===== config.mk =====
export PLATFORM = sky130hd
export DESIGN_NAME = full_sub_flat
export DESIGN_NICKNAME = d
export VERILOG_FILES = /design/src/rtl/full_sub_pkg.sv /design/src/rtl/full_sub_if.sv /design/src/rtl/full_sub_cell.sv /design/src/rtl/full_sub.sv /design/src/flat_wrapper.sv
export SDC_FILE = /design/constraint.sdc
export NUM_CORES = 1
export LEC_CHECK = 0
export BUFFER_PORTS_ARGS = -buffer_cell sky130_fd_sc_hd__buf_2
export CORE_AREA = 2 2 39 41
export CTS_CLUSTER_SIZE = 8
export DETAILED_ROUTE_END_ITERATION = 16
export DIE_AREA = 0 0 41 43
export PLACE_DENSITY = 0.37
export SETUP_SLACK_MARGIN = 0.3
export SLEW_MARGIN = 10
export SYNTH_ARGS = -nofsm -noshare
export SYNTH_HDL_FRONTEND = slang
export SYNTH_HIERARCHICAL = 1
export SYNTH_SLANG_ARGS = --single-unit

===== constraint.sdc =====
create_clock -name clk -period 3.52 [get_ports clk]
set_clock_uncertainty 0.05 [all_clocks]
set_input_delay 0.528 -clock clk [delete_from_list [all_inputs] [get_ports clk]]
set_output_delay 0.528 -clock clk [all_outputs]
set_load 0.03 [all_outputs]

===== src/rtl/full_sub_pkg.sv =====
// Shared constants for the full subtractor slice.
package full_sub_pkg;
    localparam bit REG_OUT_DEFAULT = 1'b1;
endpackage


===== src/rtl/full_sub_if.sv =====
// Operand/result bundle between the full subtractor and whoever drives it.
interface full_sub_if;
    logic a;
    logic b;
    logic c;
    logic en;
    logic ser;
    logic sof;
    logic d;
    logic bo;
    logic d_q;
    logic bo_q;
    logic vld;

    modport master (
        output a, b, c, en, ser, sof,
        input  d, bo, d_q, bo_q, vld
    );

    modport slave (
        input  a, b, c, en, ser, sof,
        output d, bo, d_q, bo_q, vld
    );
endinterface


===== src/rtl/full_sub_cell.sv =====
// Pure combinational one-bit full subtractor: a - b - bin.
module full_sub_cell (
    input  logic a,
    input  logic b,
    input  logic bin,
    output logic d,
    output logic bo
);
    assign d  = a ^ b ^ bin;
    assign bo = (~a & (b | bin)) | (b & bin);
endmodule


===== src/rtl/full_sub.sv =====
// One-bit full subtractor with optional registered outputs and an internal
// borrow register that chains bits when operating bit-serially, LSB first.
module full_sub
    import full_sub_pkg::*;
#(
    parameter bit REG_OUT = REG_OUT_DEFAULT
) (
    input  logic       clk,
    input  logic       rst_n,
    full_sub_if.slave  bus
);
    logic bin;
    logic d_cmb;
    logic bo_cmb;
    logic brg_reg;
    logic vld_reg;

    // brg only reaches bin through a register, so there is no loop back from bo.
    assign bin = (bus.ser && !bus.sof) ? brg_reg : bus.c;

    full_sub_cell u_cell (
        .a   (bus.a),
        .b   (bus.b),
        .bin (bin),
        .d   (d_cmb),
        .bo  (bo_cmb)
    );

    always_ff @(posedge clk or negedge rst_n) begin
        if (!rst_n) begin
            brg_reg <= 1'b0;
            vld_reg <= 1'b0;
        end else begin
            vld_reg <= bus.en;
            if (bus.en) begin
                brg_reg <= bo_cmb;
            end
        end
    end

    assign bus.d   = d_cmb;
    assign bus.bo  = bo_cmb;
    assign bus.vld = vld_reg;

    generate
        if (REG_OUT) begin : g_reg_out
            logic d_q_reg;
            logic bo_q_reg;

            always_ff @(posedge clk or negedge rst_n) begin
                if (!rst_n) begin
                    d_q_reg  <= 1'b0;
                    bo_q_reg <= 1'b0;
                end else if (bus.en) begin
                    d_q_reg  <= d_cmb;
                    bo_q_reg <= bo_cmb;
                end
            end

            assign bus.d_q  = d_q_reg;
            assign bus.bo_q = bo_q_reg;
        end else begin : g_comb_out
            assign bus.d_q  = d_cmb;
            assign bus.bo_q = bo_cmb;
        end
    endgenerate
endmodule


===== src/flat_wrapper.sv =====
// flat-port wrapper written by rule: the top's interface ports become plain ports
module full_sub_flat import full_sub_pkg::*;
#(
    parameter bit REG_OUT = REG_OUT_DEFAULT
)
  (clk, rst_n, bus_a, bus_b, bus_c, bus_en, bus_ser, bus_sof, bus_d, bus_bo, bus_d_q, bus_bo_q, bus_vld);
  full_sub_if bus_i ();
  input  logic clk;
  input  logic rst_n;
  input wire logic [$bits(bus_i.a)-1:0] bus_a;
  input wire logic [$bits(bus_i.b)-1:0] bus_b;
  input wire logic [$bits(bus_i.c)-1:0] bus_c;
  input wire logic [$bits(bus_i.en)-1:0] bus_en;
  input wire logic [$bits(bus_i.ser)-1:0] bus_ser;
  input wire logic [$bits(bus_i.sof)-1:0] bus_sof;
  output wire logic [$bits(bus_i.d)-1:0] bus_d;
  output wire logic [$bits(bus_i.bo)-1:0] bus_bo;
  output wire logic [$bits(bus_i.d_q)-1:0] bus_d_q;
  output wire logic [$bits(bus_i.bo_q)-1:0] bus_bo_q;
  output wire logic [$bits(bus_i.vld)-1:0] bus_vld;
  assign bus_i.a = bus_a;
  assign bus_i.b = bus_b;
  assign bus_i.c = bus_c;
  assign bus_i.en = bus_en;
  assign bus_i.ser = bus_ser;
  assign bus_i.sof = bus_sof;
  assign bus_d = bus_i.d;
  assign bus_bo = bus_i.bo;
  assign bus_d_q = bus_i.d_q;
  assign bus_bo_q = bus_i.bo_q;
  assign bus_vld = bus_i.vld;
  full_sub #(.REG_OUT(REG_OUT)) u_core (.clk(clk), .rst_n(rst_n), .bus(bus_i));
endmodule

==> metrics.cfg <==
[logic_synthesis]
async_flop_share = 1.00
synthCells = 10
yosysWarnings = 6
synth_edf_count = 0
ys_ff_latch = 3
synth_top_area_cell = dfrtp_1
synth_top_area_frac = 0.513
netlist_top_cells_count = 3 x dfrtp_1, 2 x inv_1, 2 x mux2_2
synth_cell_type_count = 6
syn_area_per_cell_um2 = 14.6
syn_nets = 19
synth-seq-area-share = 0.513
synth.top_cells.by_area = dfrtp_1 51%, mux2_2 15%, fa_1 14%
yosysMostFrequentCell = dfrtp_1
netlist_area_um2 = 146
synth_flop_cell = dfrtp_1

[critical_path]
crit_type = in -> out
crit_path_start_kind = primary input
critPathMaxFanout = 2
cp.arrival_ns = 1.76
cp-end-kind = primary output
required_ns = 2.94
ff2ff_path_depth = 4

[final_layout]
multi_input_area_um2 = 63.8
fin_nets = 36
n_fill_cell = 156
drive_gt1_frac = 0.692
area_delta_synth_final_pct = 72.6
seq_area_um2 = 75.1
diodes = 0

[timing]
period_needed_ns = 2.34
fin_crit_sh = 0.664
worst_pin_slew_ns = 0.160
drv_slew = 0
hold_viol = 0
whs_ns = 0.0364
rsz0062_at_grt = no
fmaxAchievable_mhz = 428
slew_headroom = 0.894
setup_tns_ns = 0
worst_slack_ns = 1.18
finalSetupViolCount = 0

[global_routing]
grt-ovfl-total = 0
grt_max_degree = 4
grt_pass1_vias = 144
grt_pass1_wl_um = 524
antenna_found_initial = 0
grt_usage = 0.0524

[die]
die_y_um = 43
rows = 14
fp.coreArea_um2 = 1380
start_util = 0.106
io-pin-count = 13
die-area_um2 = 1760
die_w_um = 41

[route]
initialDrtViolationCount = 1
ant_nets = 0
vias_per_cell = 3.00
num_vias = 126
drc = 0
routedWlPerCell_um = 8.62
wirelength_um = 362
firstDrtPassIters = 2

[clocking]
cts.sinks = 3
cts_resized = 0
clk_path_buf_depth = 2
clk_latency_ns = 0.23
clk_pin_slew_ns = 0.04
ctsHoldBuffers = 0
cts_tree = yes
cts_max_level = 1
ctsRootBufferMaster = clkbuf_4
cts_setup_buffers = 0
numCtsBuffers = 3

[power]
p_leak_nw = 0.134
power_uw = 145
ir_worst_vdd_v = 0.0000941
p_per_area_nw_per_um2 = 572

[outcome]
status = completed

[job]
max_cap_viol_count = 0

[placement]
pre_cts_ws_ns = 1.18
numPortBuffers = 12
gp_congestion = 0.566

[hold_path]
hp-class = in -> async

## metrics by stage
step	cells	util	cell area, um^2
floorplan	10	-	146
global placement	38	0.164	226
detailed placement	38	0.164	226
CTS	42	0.183	253
global route	42	0.183	253
finish	42	0.183	253
## final cells by class
cell class	instances	share of cell area
tap	16	0.0792
inverter	2	0.0297
timing repair buffer	12	0.238
multi-input combinational	5	0.252
sequential	3	0.297
clock buffer	4	0.104
## power breakdown
group | internal [mW] | switching (mW) | total, mW
Sequential | 0.0399 | 0.00286 | 0.0427
Combinational | 0.0157 | 0.0273 | 0.0430
Clock | 0.0424 | 0.0165 | 0.0589
Total | 0.0980 | 0.0466 | 0.145
## cells in the final DEF, fill, tap and decap left out, drive strengths merged
cell type	netlist	routed
nand2b	1	1
buf	0	12
clkbuf	0	4
fa	1	1
inv	2	2
dfrtp	3	3
mux2	3	3
## final timing paths
kind | startpoint | endpoint | slack (ns)
min in group clk | bus_en | u_core/bus.vld | 0.40
max reg2reg | u_core/brg_reg | u_core/bus.d_q | 1.91
max | bus_sof | bus_d | 1.18
min | rst_n | u_core/bus.d_q | 0.04
min reg2reg | u_core/bus.d_q | u_core/bus.d_q | 0.46
max in group asynchronous | rst_n | u_core/bus.vld | 3.28
## critical path, cell delays in order
cell,delay [ns]
buf_2,0.09
nand2b_1,0.14
mux2_4,0.31
fa_1,0.48
inv_1,0.04
buf_2,0.17
## metal layers
metal,up-vias,global-route usage,part of all wire
met2,13,0.0500,0.31
met3,0,0.0681,0.27
met5,-,0,0
met1,50,0.0456,0.41
met4,0,0.0600,0
li1,63,-,-
## cell families after synthesis
logic type,synth area share
adder cells (fa/ha/maj),0.137
buffers and inverters,0.0513
flip-flops,0.513
multiplexers,0.256
AND/OR/NAND/NOR,0.0428
Note: power is estimated with default switching activity, not from simulation.
